--- src/rtl/toggle_pkg.sv ---
// Shared types and sizing helpers for the toggle burst sequencer.
package toggle_pkg;

  typedef enum logic [1:0] {
    IDLE = 2'd0,
    ON   = 2'd1,
    OFF  = 2'd2
  } state_t;

  localparam int DEF_TIME_W = 16;
  localparam int DEF_CNT_W  = 16;

  // A 1 MHz clock still needs a 1-bit counter to keep port widths legal.
  function automatic int presc_w(input int freq_mhz);
    return (freq_mhz > 1) ? $clog2(freq_mhz) : 1;
  endfunction

endpackage

--- src/rtl/us_tick_gen.sv ---
// Microsecond prescaler: counts 0..CLK_FREQ_MHz-1 while enabled, strobes tick on terminal count.
module us_tick_gen
  import toggle_pkg::*;
#(
  parameter int CLK_FREQ_MHz = 100
) (
  input  logic clk,
  input  logic rst,
  input  logic clr,
  input  logic en,
  output logic tick
);

  localparam int W = presc_w(CLK_FREQ_MHz);
  localparam logic [W-1:0] TERM = W'(CLK_FREQ_MHz - 1);

  logic [W-1:0] cnt_q, cnt_d;

  assign tick = en && (cnt_q == TERM);

  always_comb begin
    cnt_d = cnt_q;
    if (clr) begin
      cnt_d = '0;
    end else if (en) begin
      cnt_d = tick ? '0 : cnt_q + W'(1);
    end
  end

  always_ff @(posedge clk) begin
    if (rst) begin
      cnt_q <= '0;
    end else begin
      cnt_q <= cnt_d;
    end
  end

endmodule

--- src/rtl/toggle_burst_ctrl.sv ---
// Start/abort burst engine: emits pulse_count pulses (0 = continuous) of programmable on/off time.
// All outputs registered; config latched only on the accepting start edge.
module toggle_burst_ctrl
  import toggle_pkg::*;
#(
  parameter int CLK_FREQ_MHz = 100,
  parameter int TIME_W       = DEF_TIME_W,
  parameter int CNT_W        = DEF_CNT_W
) (
  input  logic              clk,
  input  logic              rst,
  input  logic              start,
  input  logic              abort,
  input  logic [TIME_W-1:0] ton_us,
  input  logic [TIME_W-1:0] toff_us,
  input  logic [CNT_W-1:0]  pulse_count,
  output logic              pulse_out,
  output logic              busy,
  output logic              done,
  output logic              err,
  output logic [CNT_W-1:0]  pulse_idx
);

  state_t              state_q, state_d;
  logic [TIME_W-1:0]   ton_q, ton_d, toff_q, toff_d, phase_q, phase_d;
  logic [CNT_W-1:0]    cnt_q, cnt_d, idx_q, idx_d;
  logic                pulse_q, pulse_d, busy_q, busy_d, done_q, done_d, err_q, err_d;
  logic                us_tick, phase_end;

  us_tick_gen #(.CLK_FREQ_MHz(CLK_FREQ_MHz)) u_tick (
    .clk  (clk),
    .rst  (rst),
    .clr  ((state_q == IDLE) || phase_end),
    .en   (state_q != IDLE),
    .tick (us_tick)
  );

  always_comb begin
    state_d   = state_q;
    ton_d     = ton_q;
    toff_d    = toff_q;
    cnt_d     = cnt_q;
    phase_d   = phase_q;
    idx_d     = idx_q;
    pulse_d   = pulse_q;
    busy_d    = busy_q;
    done_d    = 1'b0;
    err_d     = 1'b0;
    phase_end = 1'b0;
    case (state_q)
      IDLE: begin
        // abort has priority: a simultaneous start is dropped silently.
        if (start && !abort) begin
          if (ton_us != '0 && toff_us != '0) begin
            ton_d   = ton_us;
            toff_d  = toff_us;
            cnt_d   = pulse_count;
            idx_d   = '0;
            phase_d = '0;
            state_d = ON;
            pulse_d = 1'b1;
            busy_d  = 1'b1;
          end else begin
            err_d = 1'b1;
          end
        end
      end
      ON: begin
        if (abort) begin
          state_d = IDLE;
          pulse_d = 1'b0;
          busy_d  = 1'b0;
          phase_d = '0;
        end else if (us_tick) begin
          if (phase_q == ton_q - TIME_W'(1)) begin
            phase_end = 1'b1;
            phase_d   = '0;
            state_d   = OFF;
            pulse_d   = 1'b0;
            idx_d     = idx_q + CNT_W'(1);
          end else begin
            phase_d = phase_q + TIME_W'(1);
          end
        end
      end
      OFF: begin
        if (abort) begin
          state_d = IDLE;
          busy_d  = 1'b0;
          phase_d = '0;
        end else if (us_tick) begin
          if (phase_q == toff_q - TIME_W'(1)) begin
            phase_end = 1'b1;
            phase_d   = '0;
            if (cnt_q != '0 && idx_q == cnt_q) begin
              state_d = IDLE;
              busy_d  = 1'b0;
              done_d  = 1'b1;
            end else begin
              state_d = ON;
              pulse_d = 1'b1;
            end
          end else begin
            phase_d = phase_q + TIME_W'(1);
          end
        end
      end
      default: begin
        state_d = IDLE;
        pulse_d = 1'b0;
        busy_d  = 1'b0;
      end
    endcase
  end

  always_ff @(posedge clk) begin
    if (rst) begin
      state_q <= IDLE;
      ton_q   <= '0;
      toff_q  <= '0;
      cnt_q   <= '0;
      phase_q <= '0;
      idx_q   <= '0;
      pulse_q <= 1'b0;
      busy_q  <= 1'b0;
      done_q  <= 1'b0;
      err_q   <= 1'b0;
    end else begin
      state_q <= state_d;
      ton_q   <= ton_d;
      toff_q  <= toff_d;
      cnt_q   <= cnt_d;
      phase_q <= phase_d;
      idx_q   <= idx_d;
      pulse_q <= pulse_d;
      busy_q  <= busy_d;
      done_q  <= done_d;
      err_q   <= err_d;
    end
  end

  assign pulse_out = pulse_q;
  assign busy      = busy_q;
  assign done      = done_q;
  assign err       = err_q;
  assign pulse_idx = idx_q;

endmodule

--- config.mk ---
export PLATFORM = sky130hd
export DESIGN_NAME = toggle_burst_ctrl
export DESIGN_NICKNAME = d
export VERILOG_FILES = /design/src/rtl/toggle_pkg.sv /design/src/rtl/us_tick_gen.sv /design/src/rtl/toggle_burst_ctrl.sv
export SDC_FILE = /design/constraint.sdc
export NUM_CORES = 1
export LEC_CHECK = 0
export ABC_AREA = 1
export CAP_MARGIN = 40
export CORE_ASPECT_RATIO = 1.75
export CORE_MARGIN = 2
export CORE_UTILIZATION = 57
export CTS_CLUSTER_DIAMETER = 120
export DETAILED_ROUTE_END_ITERATION = 12
export PLACE_DENSITY = 0.78
export SYNTH_ARGS = -nofsm -noshare
export SYNTH_HDL_FRONTEND = slang
export SYNTH_HIERARCHICAL = 1
export SYNTH_SLANG_ARGS = --single-unit
--- constraint.sdc ---
create_clock -name clk -period 3.3 [get_ports clk]
set_clock_uncertainty 0.1 [all_clocks]
set_input_delay 0.495 -clock clk [delete_from_list [all_inputs] [get_ports clk]]
set_output_delay 0.495 -clock clk [all_outputs]
set_load 0.01 [all_outputs]
Word-level counts from Yosys, hierarchy flattened
Cells that the tools add are included. W data, S select, Z words.

Bits of input ports: 52. Register bits: 93. Logic and storage cells: 113.

Multiplexer cells: 49. Reductions and logical operators: 22. Add/sub/neg operators: 5. Equality and inequality tests: 21. Bitwise operators: 5.

Operators with widths (number): $mux W16 (11); $eq A16 B16 Y1 (3); $pmux W16 S3 (1); $reduce_bool A16 Y1 (3); $add A16 B1 Y16 const B (2); $pmux W16 S2 (1); $sub A16 B1 Y16 const B (2); $mux W1 (23); $reduce_and A6 Y1 (3); $mux W2 (8); $ne A2 B2 Y1 const B (6); $ne A3 B3 Y1 const B (3); $ne A2 B1 Y1 const B (4); $reduce_and A8 Y1 (1); $add A7 B1 Y7 const B (1); $eq A7 B7 Y1 const B (1); $mux W7 (1); $ne A3 B2 Y1 const B (2); $pmux W1 S3 (2); $pmux W2 S3 (1); $not A1 Y1 (5); $reduce_and A5 Y1 (1); $reduce_or A5 Y1 (1); $logic_and A1 B1 Y1 (4); 11 further kinds (12).

Depth between registers and ports, before layout
Gate-level depths: netlist (run 1).

Depth after elaboration: 8. Depth in mapped cells: 18.

Hierarchy
Netlist (run 1), hierarchy kept.

Modules (own cells, without submodules): toggle_burst_ctrl (area an instance 5819.3 sq um, instances 1, cells an instance 922); us_tick_gen (area an instance 376.6 sq um, instances 1, cells an instance 57).

Least setup slack after synthesis (run 1)
No wires, ideal clock.

Path kind: register to register. Start: register state_q[0]. End: register phase_q[13]. Clock period less this slack: 2289 ps. Setup time: 70 ps. Slack: 1011 ps. Buffers on the path: 0. Cell stages (with the launch flop): 14. Data arrival time: 2119 ps. Path through: dfxtp_1 inv_1 ha_1 inv_1 nand2_2 nor2_1 nand2_1 inv_1 nor2_1 nor2_1 nand3_2 nor2_1 nand3_1 a21oi_1.

Cells in the longest elaborated chain, start to end: 4. Elaborated cells between the ends (all ways): 12. Those cells by class: eq/ne: 6; mux: 1; reduce/logical: 5.

RTL lines: from (decl) (line toggle_burst_ctrl.sv:24) `state_t state_q, state_d;`; from (signal assigned) (line toggle_burst_ctrl.sv:129) `state_q <= state_d;`; $reduce_bool A2 Y1 (*) (line toggle_burst_ctrl.sv:34) `.en (state_q != IDLE),`; $logic_and A1 B1 Y1 (*) (line us_tick_gen.sv:19) `assign tick = en && (cnt_q == TERM);`; named net us_tick (line toggle_burst_ctrl.sv:28) `logic us_tick, phase_end;`; $ne A3 B2 Y1 (no source line); $reduce_and A5 Y1 (no source line) (*); to (signal assigned) (line toggle_burst_ctrl.sv:133) `phase_q <= phase_d;`; to (decl) (line toggle_burst_ctrl.sv:25) `logic [TIME_W-1:0] ton_q, ton_d, toff_q, toff_d, phase_q, phase_d;`.

Mark *: on every way through the listed nets, which the timed path passes. The rest lies on a longest branch. A chain may end at the register's enable or synchronous reset.

Worst setup path in the final report (run 1)
Start: register state_q[0]. End: register phase_q[2].

Same word-level chain as after synthesis.

==> metrics, run 1 <==
number of synthesized register bits=slightly above 90; non-filler cells, final=1166; busiest layer in global routing=met2; TritonCTS clock tree=yes; Final Cycle Share=0.840; Top-Level Pins=72; WS Path Type=reg2reg; Top FF cell, synth=dfxtp_1; Synth area leaders=dfxtp_1 (30%), nand2_1 (14%), nor2_1 (7.1%); Mapped Avg Cell Area=6.33 sq um; row count=50; CP max stage cell=nor2_1; Max Cap Viol=0; final worst path period need=2.77 ns; post-synthesis sequential area ratio=0.300; most common cell in the netlist=nand2_1; Worst path most repeated cell=nor2_1; Worst EP arrival=2.94 ns; First-pass DRT Iterations=5; Hold Crit Class=reg2reg; LEAKAGE=2.91 nW; Die W=82.8 microns; Worst Setup Start Kind=flop; CP Max Fanout=11; CP peak stage delay=0.45 ns; Die ar.=around 12000 sq um; setup TNS=0 ns; layout cell share with drive strength beyond 1=0.0502; cell area power density=roughly 500 nW/um^2; largest area contributor in the netlist=dfxtp_1; fin util=0.680; crit path cell chain=inv_1, ha_1, inv_1, nand2_2, nor2_1, nand2_1, inv_1, nor2_1, nor2_1, nand3_2, nor2_1, nand3_1, a21oi_1; Via density=5.53; pin count of the biggest net entering global routing=56; clock latency on the worst-skew pair=0.35 ns; critical path capture point type=flop; ANT nets after route=0; Antenna diodes=0; Worst-Margin Slew=0.615 ns; Placer Congestion=between 0.9 and 1; Rel. slew slack=0.589; GRT Util Overall=0.294; die span in y=142 microns; Async SR Flop Fraction=0; Port Buf Inserts=71; area delta synth->final=16.7%; initial drt markers=333; Max VDD drop=just under 0.4 mV; GRT met2 Usage=0.556; routed wire length=17.2 mm; Final Max Slew Viols=0; initial antenna violation count=0; Resize count post-CTS=0; met1 GRT Util=0.283; Post-Syn Nets=1040; GR Util met3=0.0366; Initial Util=0.583; deepest clock path buffer count=2; status=finished clean; Critical Path RT=roughly 3.5 ns; final hold viol count=0; CORE AREA=between 10000 and 15000 sq um; YS warnings=6; post-synthesis cell area=6200 sq um; first-pass GRT wire length=27.8 mm; Clk pin slew, worst setup/hold paths=~0.07 ns; RSZ-0062 raised after global routing=no; grt ovf=0; Cells after Synth=979; hpwl dp=13.4 mm; CTS sink cnt=93; f_max=361 MHz; Reg2Reg Setup Slack=0.53 ns; CTS buffer count=9; final setup fails=0; post-CTS setup buffer count=0; DR vias=6452; # hold bufs at CTS=0; H-tree depth=3; nets@finish=roughly 1100; dpl cells=1150; synth unique cells=42; top post-synthesis cells by count=nand2_1 (227), nor2_1 (117), inv_1 (114); EDFF count, synth=0; vias in the first global route=6094; wire length per cell=14.8 microns; top cell type's share of synthesized area=0.300; CTS Root Buffer Type=clkbuf_16; drt drc=0
flip-flops by register name, summed over array words and instances (netlist names):
register and count:
done 1, err 1, pulse_idx 16, u_tick/cnt_q 7
cnt_q 16, toff_q 16, ton_q 16, state_q 2
busy 1, pulse_out 1, phase_q 16
where the power goes:
group | switching (mW) | internal (mW) | leakage [nW]
Sequential | 0.0993 | 1.22 | 0.758
Clock | 0.453 | 0.510 | 0.136
Combinational | 0.896 | 0.472 | 2.02
Total | 1.45 | 2.20 | 2.91
layout make-up:
cell class	count	area (sq um)
clock buffer	10	229
clock inverter	6	37.5
fill	975	3410
inverter	117	439
multi-input combinational	733	3720
sequential	93	1860
tap	130	163
timing repair buffer	77	781
worst max-delay path: cells and delay by family, from the launching register on:
family,cells,cell delay (ns)
and+or+nand+nor,8,1.31
buffers and inverters,3,0.46
AOI/OAI and AO/OA,1,0.16
DFF,1,0.39
adders and majority gates,1,0.26
cells by family (layout without fill, tap and decap cells):
| family | Yosys count | after routing | synth area share |
|---|---|---|---|
| and+or+nand+nor | 509 | 509 | 0.368 |
| AOI/OAI and AO/OA | 157 | 157 | 0.132 |
| buffers and inverters | 153 | 210 | 0.0994 |
| DFF | 93 | 93 | 0.300 |
| xor gates and xnor gates | 58 | 58 | 0.0820 |
| adders and majority gates | 9 | 9 | 0.0182 |
path summary, 6_finish.rpt:
kind                              to                    start  cells after the start
max          phase_q[2]$_SDFFE_PP0P_  state_q[0]$_SDFFE_PP0P_                     13
min           pulse_out$_SDFFE_PP0P_   pulse_out$_SDFFE_PP0P_                      2
max reg2reg  phase_q[2]$_SDFFE_PP0P_  state_q[0]$_SDFFE_PP0P_                     13
min reg2reg   pulse_out$_SDFFE_PP0P_   pulse_out$_SDFFE_PP0P_                      2
routing by layer:
metal  part of all wire  vias to the layer above
li1                   -                     3265
met1               0.36                     2899
met2               0.52                      225
met3              0.042                       63
met4              0.073                        0
met5                  0                        -
placed cells by master (no fill, tap or decap), drive strengths merged, types with 2 or more instances in the layout:
| master | n |
|---|---|
| xnor2 | 16 |
| nand2 | 236 |
| buf | 6 |
| nand3b | 4 |
| nand4 | 17 |
| nor2 | 130 |
| clkbuf | 10 |
| clkinv | 7 |
| dfxtp | 93 |
| clkdlybuf4s50 | 71 |
| ha | 9 |
| nand3 | 81 |
| inv | 116 |
| nor3b | 4 |
| nor4 | 12 |
| xor2 | 42 |
| nor3 | 23 |
| o21ai | 60 |
| o21bai | 2 |
| a21oi | 89 |
stage by stage:
stage / power, mW / hold slack, ns / cell area, sq um / setup slack, ns
after detailed placement: 2.69 / 0.362 / 6960 / 0.522
after global placement: 2.68 / 0.360 / 6960 / 0.540
after floorplan: 2.35 / 0.335 / 6200 / 1.01
final: 3.65 / 0.368 / 7230 / 0.528
after global routing: 3.87 / 0.395 / 7230 / 0.243
after CTS: 3.65 / 0.376 / 7230 / 0.563
Power figures use the tool's default switching activity.
==> inputs of run 2 (changes only) <==
==> constraint.sdc (replaced) <==
create_clock -name clk -period 2.6 [get_ports clk]
set_clock_uncertainty 0.1 [all_clocks]
set_input_delay 0.39 -clock clk [delete_from_list [all_inputs] [get_ports clk]]
set_output_delay 0.39 -clock clk [all_outputs]
set_load 0.01 [all_outputs]
==> metrics, run 2 (same netlist as run 1, synthesis figures left out) <==
deepest clock path buffer count=2 (unchanged); area delta synth->final=21.0%; drt drc=0 (unchanged); clock latency on the worst-skew pair=0.35 ns (about the same); Final Max Slew Viols=0 (unchanged); final worst path period need=2.43 ns (-0.342 ns); CP Max Fanout=16 (+5); Hold Path Origin=ton_q[15]$_SDFFE_PP0P_; # hold bufs at CTS=0 (unchanged); initial drt markers=399 (+20%); Die W=82.8 microns (unchanged); worst hold stages=2 (unchanged); dpl cells=1175 (+2.2%); Critical Path RT=2.74 ns (-0.73 ns); f_max=412 MHz (+14%); Final Cycle Share=0.934 (+0.0944); Initial Util=0.583 (unchanged); pin count of the biggest net entering global routing=55 (-1.8%); nets@finish=1118 (+2.4%); Die ar.=11800 sq um (unchanged); CP max stage cell=dfxtp_1; Via density=5.60 (+1.2%); Design Area, Final=7490 sq um (+3.7%); Antenna diodes=0 (unchanged); Worst path most repeated cell=inv_1; Worst-Margin Slew=0.479 ns (-0.137 ns); RR Endpoint=pulse_idx[1]$_SDFFE_PP0P_; First-pass DRT Iterations=4 (-1); Port Buf Inserts=71 (unchanged); LEAKAGE=3.06 nW (+5.1%); vias in the first global route=6347 (+4.2%); Clk pin slew, worst setup/hold paths=0.07 ns (about the same); DR vias=6669 (+3.4%); wire length per cell=15.4 microns (+4.0%); row count=50 (unchanged); CTS buffer count=9 (unchanged); most frequent cells in the layout=nand2_1 (227), nor2_1 (114), inv_1 (114); Reg2Reg Setup Slack=0.17 ns (-0.36 ns); CORE AREA=10600 sq um (unchanged); Max Cap Viol=0 (unchanged); Hold Crit Class=reg2reg; DP Area=7150 sq um (+2.7%); Placer Congestion=0.993 (+5.1%); layout cell share with drive strength beyond 1=0.0792 (+0.0290); DP Worst Slack=-0.0637 ns (-0.586 ns); WHS=0.365 ns (-0.00329 ns); cell area power density=658 nW/um^2 (+30%); Max VDD drop=0.721 mV (+82%); non-filler cells, final=1191 (+2.1%); GRT Util Overall=0.306 (+0.0117); Reg2Reg Depth=15 (+2); CTS Root Buffer Type=clkbuf_16; critical path capture point type=flop; Rel. slew slack=0.681 (+0.0917); ANT nets after route=0 (unchanged); Hold Path Sink=ton_q[15]$_SDFFE_PP0P_; TritonCTS clock tree=yes; WS Path Type=reg2reg; routed wire length=18.3 mm (+6.3%); Worst Setup Start Kind=flop; CP peak stage delay=0.41 ns (-0.04 ns); final hold viol count=0 (unchanged); status=finished clean; hpwl dp=14.2 mm (+6.1%); crit path cell chain=inv_1, ha_1, inv_1, nand2_2, nor2_1, nand2_1, inv_1, inv_1, nor2_1, nand4_2, nand2_4, buf_12, nand3_1, nand2_1, nor2_1; CTS sink cnt=93 (unchanged); final setup fails=0 (unchanged); worst r2r src=state_q[0]$_SDFFE_PP0P_; die span in y=142 microns (unchanged); Top-Level Pins=72 (unchanged); Final WS setup=0.171 ns (-0.358 ns); first-pass GRT wire length=28.9 mm (+3.9%); most common cell after layout, fill and taps aside=nand2_1; initial antenna violation count=0 (unchanged); Worst EP arrival=2.57 ns (-0.37 ns); H-tree depth=3 (unchanged); grt ovf=0 (unchanged)
## run 2: critical path: cells and delay by family, from the launching register on
family	cells	cell delay (ns)
DFF	1	0.41
adders and majority gates	1	0.27
buffers and inverters	5	0.50
and+or+nand+nor	9	1.04
## run 2: repair_timing
item,in CTS,in global routing
setup buffers,0,1
resized for setup,0,7
setup endpoints to repair,0,33
## run 2: worst max path at each step
stage / startpoint / end / slack, ns / cells after the start
final: state_q[0]$_SDFFE_PP0P_ / pulse_idx[1]$_SDFFE_PP0P_ / 0.17 / 15
after global routing: toff_q[0]$_SDFFE_PP0P_ / phase_q[9]$_SDFFE_PP0P_ / -0.03 / 15
after CTS: state_q[0]$_SDFFE_PP0P_ / pulse_idx[1]$_SDFFE_PP0P_ / 0.1 / 15
after detailed placement: ton_us[2] / phase_q[2]$_SDFFE_PP0P_ / -0.06 / 13
after global placement: ton_us[2] / phase_q[1]$_SDFFE_PP0P_ / -0.006 / 13
after floorplan: state_q[0]$_SDFFE_PP0P_ / phase_q[13]$_SDFFE_PP0P_ / 0.31 / 13
## run 2: area by class of cell
cell class	instances	area, sq um
Multi-Input combinational cell	733	3750
Fill cell	956	3140
Sequential cell	93	1860
Timing Repair Buffer	103	988
Inverter	117	439
Clock buffer	9	225
Tap cell	130	163
Clock inverter	6	71.3
## run 2: per-layer routing
| metal | vias up | wire, microns | GRT usage |
|---|---|---|---|
| li1 | 3317 | - | - |
| met1 | 3026 | 6470 | 0.292 |
| met2 | 241 | 9670 | 0.589 |
| met3 | 85 | 756 | 0.0332 |
| met4 | 0 | 1410 | 0.226 |
| met5 | - | 0 | 0 |
## run 2: where the power goes
group	internal [mW]	switching, mW	total (mW)
logic	0.697	1.20	1.90
registers	1.55	0.133	1.68
clock network	0.751	0.603	1.35
total	3.00	1.94	4.93
## run 2: per-stage QoR
stage	util	TNS [ns]	power (mW)
finish	0.705	0	4.93
global route	0.705	-0.171	5.21
CTS	0.700	0	4.85
detailed placement	0.672	-0.342	3.49
global placement	0.672	-0.0132	3.46
floorplan	-	0	2.98
